<file path="src/rtl/priority_arbiter.sv">
// Registered N-input arbiter: fixed (highest index wins) or round-robin selection,
// with each grant held on a valid/ready handshake until the consumer accepts it.
module priority_arbiter #(
    parameter int N  = 4,
    parameter int RR = 0,
    localparam int W = (N > 2) ? $clog2(N) : 1
) (
    input  logic         clk,
    input  logic         rst,
    input  logic [N-1:0] req,
    input  logic         grant_ready,
    output logic         grant_valid,
    output logic [W-1:0] grant_idx,
    output logic [N-1:0] grant_onehot,
    output logic         any_req,
    output logic         dbg_state
);

    typedef enum logic {
        IDLE = 1'b0,
        HOLD = 1'b1
    } state_t;

    state_t         state_q, state_d;
    logic           valid_q, valid_d;
    logic [W-1:0]   idx_q, idx_d;
    logic [N-1:0]   onehot_q, onehot_d;
    logic [W-1:0]   ptr_q, ptr_d;

    logic [W-1:0]   hi_idx;
    logic [W-1:0]   lo_idx;
    logic           lo_found;
    logic [W-1:0]   win_idx;

    // Round-robin order ptr, ptr-1, ..., 0, N-1, ..., ptr+1 reduces to: the highest
    // request at or below ptr, else the highest request overall.
    always_comb begin
        hi_idx   = '0;
        lo_idx   = '0;
        lo_found = 1'b0;
        for (int i = 0; i < N; i++) begin
            if (req[i]) begin
                hi_idx = W'(i);
                if (W'(i) <= ptr_q) begin
                    lo_idx   = W'(i);
                    lo_found = 1'b1;
                end
            end
        end
        if (RR != 0 && lo_found) begin
            win_idx = lo_idx;
        end else begin
            win_idx = hi_idx;
        end
    end

    // Handshake: a grant is transferred on any edge where grant_valid && grant_ready;
    // grant_valid never drops and grant_idx/grant_onehot never change until then.
    always_comb begin
        state_d  = state_q;
        valid_d  = valid_q;
        idx_d    = idx_q;
        onehot_d = onehot_q;
        ptr_d    = ptr_q;
        case (state_q)
            IDLE: begin
                if (|req) begin
                    idx_d    = win_idx;
                    onehot_d = N'(1) << win_idx;
                    valid_d  = 1'b1;
                    state_d  = HOLD;
                end
            end
            HOLD: begin
                if (grant_ready) begin
                    valid_d  = 1'b0;
                    onehot_d = '0;
                    state_d  = IDLE;
                    if (RR != 0) begin
                        ptr_d = (idx_q == '0) ? W'(N - 1) : idx_q - 1'b1;
                    end
                end
            end
            default: begin
                state_d = IDLE;
            end
        endcase
    end

    always_ff @(posedge clk) begin
        if (rst) begin
            state_q  <= IDLE;
            valid_q  <= 1'b0;
            idx_q    <= '0;
            onehot_q <= '0;
            ptr_q    <= W'(N - 1);
        end else begin
            state_q  <= state_d;
            valid_q  <= valid_d;
            idx_q    <= idx_d;
            onehot_q <= onehot_d;
            ptr_q    <= ptr_d;
        end
    end

    assign grant_valid  = valid_q;
    assign grant_idx    = idx_q;
    assign grant_onehot = onehot_q;
    assign any_req      = |req;
    assign dbg_state    = (state_q == HOLD);

endmodule

</file>
<file path="config.mk">
export PLATFORM = sky130hd
export DESIGN_NAME = priority_arbiter
export DESIGN_NICKNAME = d
export VERILOG_FILES = /design/src/rtl/priority_arbiter.sv
export SDC_FILE = /design/constraint.sdc
export NUM_CORES = 1
export LEC_CHECK = 0
export ABC_AREA = 1
export BUFFER_PORTS_ARGS = -buffer_cell sky130_fd_sc_hd__clkbuf_2
export CORE_AREA = 2 2 39 41
export DETAILED_ROUTE_END_ITERATION = 16
export DIE_AREA = 0 0 41 43
export GPL_TIMING_DRIVEN = 0
export PLACE_DENSITY = 0.62
export SLEW_MARGIN = 20
export SYNTH_ARGS = -nofsm -noshare
export SYNTH_HDL_FRONTEND = slang
export SYNTH_SLANG_ARGS = --single-unit
</file>
<file path="constraint.sdc">
create_clock -name clk -period 0.8 [get_ports clk]
set_input_delay 0 -clock clk [delete_from_list [all_inputs] [get_ports clk]]
set_output_delay 0 -clock clk [all_outputs]
set_load 0.01 [all_outputs]
</file>
==> key figures, run 1 <==
Clocking
  – CTS sink cnt: 8
  – Worst-path clk slew: 50 ps
  – Skew-Pair Late Insertion Delay: 250 ps
  – Num CTS Buffers: 3
  – CTS Buffer Depth: 2
  – Clock H-tree levels: 1
  – Root Driver: clkbuf_4
  – CTS tree: done
  – # hold bufs at CTS: 0
  – Postcts setup bufs: 0

Logic synthesis
  – Ys async rst share: 0
  – Post-synth top cells: nand3_1, a21oi_1, dfxtp_1
  – Main combinational cell family by area after synthesis: simple AND/OR/NAND/NOR gates
  – Area share of fa/ha/maj cells after synthesis: 0
  – Most common cell in the netlist: nand3_1
  – Complex-gate fraction of the synthesized area: 0.1527
  – Yosys top cell area share: 0.4885
  – Post-synthesis simple-gate area fraction: 0.3015
  – Post-synthesis sequential area ratio: 0.4885
  – Post-synth EDFFs: 0
  – Mean post-synth cell area: 7.624 µm²
  – Synth cell types: 11
  – Area leader, netlist: dfxtp_1
  – Post-Synth XOR/XNOR Area: 0
  – Synthesized flop and latch total: 8
  – Mapped Nets: 50
  – YS warnings: 0
  – Ys flop type: dfxtp_1
  – Post-synthesis mux area share: 0
  – Mapped Area: 327.8 µm²
  – Area contributors post-synth: dfxtp_1, nand3_1, a21oi_1
  – Mapped Cells: 43

Final layout
  – Share of cells above drive strength 1: 0.4500
  – Post-Layout Cell Count: 76
  – Area Overhead vs Synth: 45.80%
  – Finished layout cell area: 478.0 µm²
  – FILL cells: 159
  – Inserted Diodes: 0
  – Final net count: 69

Pwr
  – Worst IR drop on VDD: 0.9547 mV
  – Pwr Density: 1881 mW/mm²
  – Static Leak: 0.0002128 µW

Worst setup path
  – Endpoint class of the critical path: register
  – Critical path peak fanout: 8
  – Worst setup SP type: register
  – Crit Path Category: reg -> reg
  – WP data arrival: 910 ps
  – Worst EP required: 920 ps

Global route
  – Largest net degree at the start of global routing: 9
  – Antenna violations before repair: 0
  – First-pass GRT wire length: 1110 µm
  – Total grt overflow: 0
  – Vias in the first global route: 287
  – GRT Total Usage: 0.09567

Routing
  – First-pass DRT Iterations: 4
  – Routed WL: 763 µm
  – Max Used Layer: met4
  – Vias per inst: 4.553
  – Met3 WL: 75 µm
  – WL met1: 312 µm
  – Drt wl/cell: 10.04 µm
  – Post-route DRC violation count: 0
  – Routed Antenna Nets: 0
  – Wire length on met2: 371 µm
  – Vias: 346
  – DR iter-0 viols: 9

Status
  – Outcome: finished, final reports clean

STA
  – Least-Margin Pin Slew: 386.0 ps
  – RSZ-0062 raised after global routing: true
  – Fmax: 1268 MHz
  – Final setup fails: 0
  – Skew final: 0.3925 ps
  – Final worst setup slack: 11.56 ps
  – Slew HR: 0.7426
  – Worst hold slack: 34.43 ps
  – Final Hold Fails: 0
  – Max-slew violations: 0
  – Final period util: 0.9855
  – Tmin final: 788.4 ps

Die
  – Die ar.: 0.001763 mm²
  – Die height: 43 µm
  – Row count: 14
  – CORE AREA: 0.001384 mm²
  – Die X: 41 µm
  – I/O pin cnt: 16
  – Effective utilization at floorplan: 0.2369

Placement
  – RD Place Congestion: 0.6983
  – Pre-CTS WS: -2.721 ps
  – Port bufs: 14
  – Placed cell areas: 419.2 µm²
  – Dpl cells: 73
  – HPWL Detailed: 539.8 µm

Run
  – # Max-Cap Violations: 0

Min path
  – Hold Crit Class: in -> reg
worst max-delay path, cell delays in order (launching register included):
cell	delay, ps
dfxtp_4	370
inv_6	90
nand2_8	70
nand3_1	70
a21oi_1	60
final timing paths:
kind	endpoint	depth (start not counted)	slack, ps	from
max	grant_onehot[1]	4	10	dbg_state
min	grant_onehot[3]	3	30	req[3]
max reg2reg	grant_onehot[1]	4	10	dbg_state
min reg2reg	grant_idx[0]	2	460	grant_idx[0]
layout make-up:
type	instances	area [µm²]	area share
timing repair buffer	14	70.07	0.1466
sequential	8	163.9	0.3429
multi-input combinational	30	177.7	0.3717
buffer	1	3.754	0.007853
tap	16	20.02	0.04188
clock buffer	3	22.52	0.04712
inverter	4	20.02	0.04188
through the flow:
stage                 util  setup TNS (ps)  power [µW]
floorplan                -               0       528.7
global placement    0.3029               0       584.6
detailed placement  0.3029          -3.224       586.2
CTS                 0.3246               0       899.5
global route        0.3454          -224.7       952.7
finish              0.3454               0       899.2
state kept, by name, indices dropped and copies added, names as in the netlist:
| signal | count |
|---|---|
| dbg_state | 1 |
| grant_idx | 2 |
| grant_valid | 1 |
| grant_onehot | 4 |
routing by layer:
| layer | global-route usage | up-vias |
|---|---|---|
| met5 | 0 | - |
| met4 | 0.06000 | 0 |
| met3 | 0.04712 | 2 |
| met2 | 0.1219 | 12 |
| met1 | 0.1234 | 152 |
| li1 | - | 180 |
power by group:
group / internal [µW] / switching (µW) / leakage (µW)
logic: 60.3 / 92.9 / 0.000132
clock network: 171 / 131 / 0.0000138
registers: 425 / 19.1 / 0.0000666
cells in the final DEF, fill, tap and decap left out:
cell type  count
nand2_1        5
buf_1          1
clkbuf_4       3
o21ai_0        2
nand2_2        2
nand3_1        7
nand2_8        1
nor2_2         1
clkbuf_2      13
a21oi_1        6
buf_2          1
inv_1          3
a21oi_2        2
inv_6          1
dfxtp_1        7
dfxtp_4        1
nand3_2        2
nor2_1         2
kinds of logic after synthesis:
kind of cell | count (synthesis)
AO/OA/AOI/OAI | 10
buffers and inverters | 5
AND/OR/NAND/NOR | 20
flip-flops | 8
timing repair:
item                                   4_1_cts  5_1_grt
pin swaps                                    1        2
setup endpoints to repair                    5        7
resized for setup                            3        7
endpoints found under the hold margin        0        0
cloned                                       0        0
Power figures use the tool's default switching activity.
==> run 2: changes to the inputs <==
--- a/config.mk
+++ b/config.mk
@@ -14,2 +14,3 @@
 export PLACE_DENSITY = 0.62
+export SETUP_SLACK_MARGIN = 0.5
 export SLEW_MARGIN = 20
==> constraint.sdc (replaced) <==
create_clock -name clk -period 0.8 [get_ports clk]
set_input_delay 0.12 -clock clk [delete_from_list [all_inputs] [get_ports clk]]
set_output_delay 0.12 -clock clk [all_outputs]
set_load 0.01 [all_outputs]
==> run 2 against run 1 <==
Net effect: the flow now finishes with violations (setup timing); largest power group unchanged; core utilization is 7.5 points higher; combinational power is 33% higher; critical path depth is 3 lower; largest cell class is now buffers.
==> key figures, run 2 (same netlist as run 1, synthesis figures left out) <==
Clocking
  – CTS Buffer Depth: 2 (unchanged)
  – # hold bufs at CTS: 0 (unchanged)
  – CTS sink cnt: 8 (unchanged)
  – CTS tree: done
  – Clock H-tree levels: 1 (unchanged)
  – Root Driver: clkbuf_4
  – Num CTS Buffers: 3 (unchanged)
  – Worst-path clk slew: 60 ps (about the same)
  – Skew-Pair Late Insertion Delay: 260 ps (about the same)

Die
  – Effective utilization at floorplan: 0.2369 (unchanged)
  – I/O pin cnt: 16 (unchanged)
  – Row count: 14 (unchanged)
  – CORE AREA: 0.001384 mm² (unchanged)
  – Die ar.: 0.001763 mm² (unchanged)
  – Die X: 41 µm (unchanged)
  – Die height: 43 µm (unchanged)

Final layout
  – Area Overhead vs Synth: 77.48%
  – Finished layout cell area: 581.8 µm² (+22%)
  – Final core occ: 0.4204 (+0.07504)
  – Largest register FFs: 4 (unchanged)
  – Inserted Diodes: 0 (unchanged)
  – Most frequent cells in the layout: nand3_1, buf_6, a21oi_1
  – Share of cells above drive strength 1: 0.5231 (+0.07308)
  – Final net count: 73 (+5.8%)
  – FILL cells: 145 (-8.8%)

Placement
  – HPWL Detailed: 574 µm (+6.3%)
  – RD Place Congestion: 0.7031 (+0.69%)
  – Placed cell areas: 444.2 µm² (+6.0%)
  – Port bufs: 14 (unchanged)
  – Pre-CTS WS: -55.47 ps (-52.75 ps)

Worst setup path
  – Crit path buf inv count: 1 (unchanged)
  – Worst EP required: 680 ps (-240 ps)
  – Critical path peak fanout: 5 (-3)
  – CP peak stage delay: 360 ps (about the same)
  – Crit Path Category: reg -> out
  – Worst path cell trace: buf_6
  – Critical path's top delay family: flip-flops
  – WP data arrival: 740 ps (-170 ps)
  – Worst setup SP type: register
  – Endpoint class of the critical path: primary output
  – Crit-path slowest cell: dfxtp_4

Pwr
  – Worst IR drop on VDD: 0.9039 mV (-5.3%)
  – Clock share of power: 0.335 (about the same)
  – Pwr Total: 982.8 µW (+9.3%)
  – Comb pwr share: 0.207 (+0.037)
  – Switch Pwr: 253.5 µW (+4.3%)
  – P_int: 729.3 µW (+11%)
  – Static Leak: 0.0002655 µW (+25%)
  – Pwr Density: 1689 mW/mm² (-10%)
  – Switching share of power: 0.2579 (-0.01241)
  – Seq pwr share: 0.458 (-0.035)

Status
  – Outcome: complete, but fails checks
  – Failing checks: setup timing

STA
  – Max-slew violations: 0 (unchanged)
  – Final setup fails: 8 (+8)
  – Setup TNS: -119.7 ps (-119.7 ps)
  – Skew final: 10.42 ps (+10.03 ps)
  – Fmax: 1164 MHz (-8.3%)
  – Final Hold Fails: 0 (unchanged)
  – Slew HR: 0.7809 (+0.03826)
  – RSZ-0062 raised after global routing: true
  – Tmin final: 859.5 ps (+71.03 ps)
  – Final period util: 1.074 (+0.08879)
  – Final worst setup slack: -59.47 ps (-71.03 ps)
  – Least-Margin Pin Slew: 328.7 ps (-57.39 ps)

Global route
  – Vias in the first global route: 278 (-3.1%)
  – Total grt overflow: 0 (unchanged)
  – Antenna violations before repair: 0 (unchanged)
  – GRT Total Usage: 0.09879 (+0.003121)
  – First-pass GRT wire length: 1097 µm (-1.2%)
  – Largest net degree at the start of global routing: 9 (unchanged)

Min path
  – Hold Crit Class: in -> reg

Run
  – # Max-Cap Violations: 0 (unchanged)

Routing
  – Routed Antenna Nets: 0 (unchanged)
  – Post-route DRC violation count: 0 (unchanged)
  – First-pass DRT Iterations: 4 (unchanged)
  – Vias per inst: 4.395 (-3.5%)
  – Vias: 356 (+2.9%)
  – Routed WL: 829 µm (+8.7%)
  – DR iter-0 viols: 6 (-3)
  – Drt wl/cell: 10.23 µm (+1.9%)
run 2: path summary, 6_finish.rpt:
path / startpoint / end / slack (ps) / cells after the start
setup / recovery: dbg_state / dbg_state / -60 / 1
hold / removal: grant_ready / dbg_state / 140 / 4
setup reg to reg: dbg_state / grant_onehot[0] / -10 / 3
hold reg to reg: grant_idx[0] / grant_idx[0] / 470 / 2
run 2: stage by stage:
step | hold WS [ps] | instances
floorplan | 267.3 | 43
global placement | 400.7 | 73
detailed placement | 408.7 | 73
CTS | 132.0 | 81
global route | 149.2 | 81
finish | 139.2 | 81
run 2: timing repair:
action / 4_1_cts / 5_1_grt
pin swaps: 2 / 2
setup endpoints to repair: 17 / 17
resized for setup: 8 / 19
setup buffers: 4 / 0
run 2: layout make-up:
class | count | area [µm²] | area share
inverters | 4 | 17.52 | 0.03011
flip-flops and latches | 8 | 172.7 | 0.2968
repair buffers | 18 | 175.2 | 0.3011
multi-input cells | 30 | 166.4 | 0.2860
plain buffers | 1 | 3.754 | 0.006452
well taps | 16 | 20.02 | 0.03441
clock buffers | 4 | 26.28 | 0.04516
run 2: power by group through the flow:
stage | Combinational [µW] | Clock, µW | Sequential, µW
2_1_floorplan | 73.4 | 0 | 463
3_3_place_gp | 145 | 0 | 451
3_5_place_dp | 147 | 0 | 451
4_1_cts | 174 | 349 | 445
5_1_grt | 220 | 366 | 453
6_report | 203 | 329 | 450
run 2: metal layers:
| metal | share of wire | wire length, µm | vias up | GRT usage |
|---|---|---|---|---|
| li1 | - | - | 187 | - |
| met1 | 0.43 | 355 | 151 | 0.1140 |
| met2 | 0.49 | 408 | 16 | 0.1313 |
| met3 | 0.063 | 52 | 2 | 0.03141 |
| met4 | 0.017 | 14 | 0 | 0.1000 |
| met5 | 0 | 0 | - | 0 |
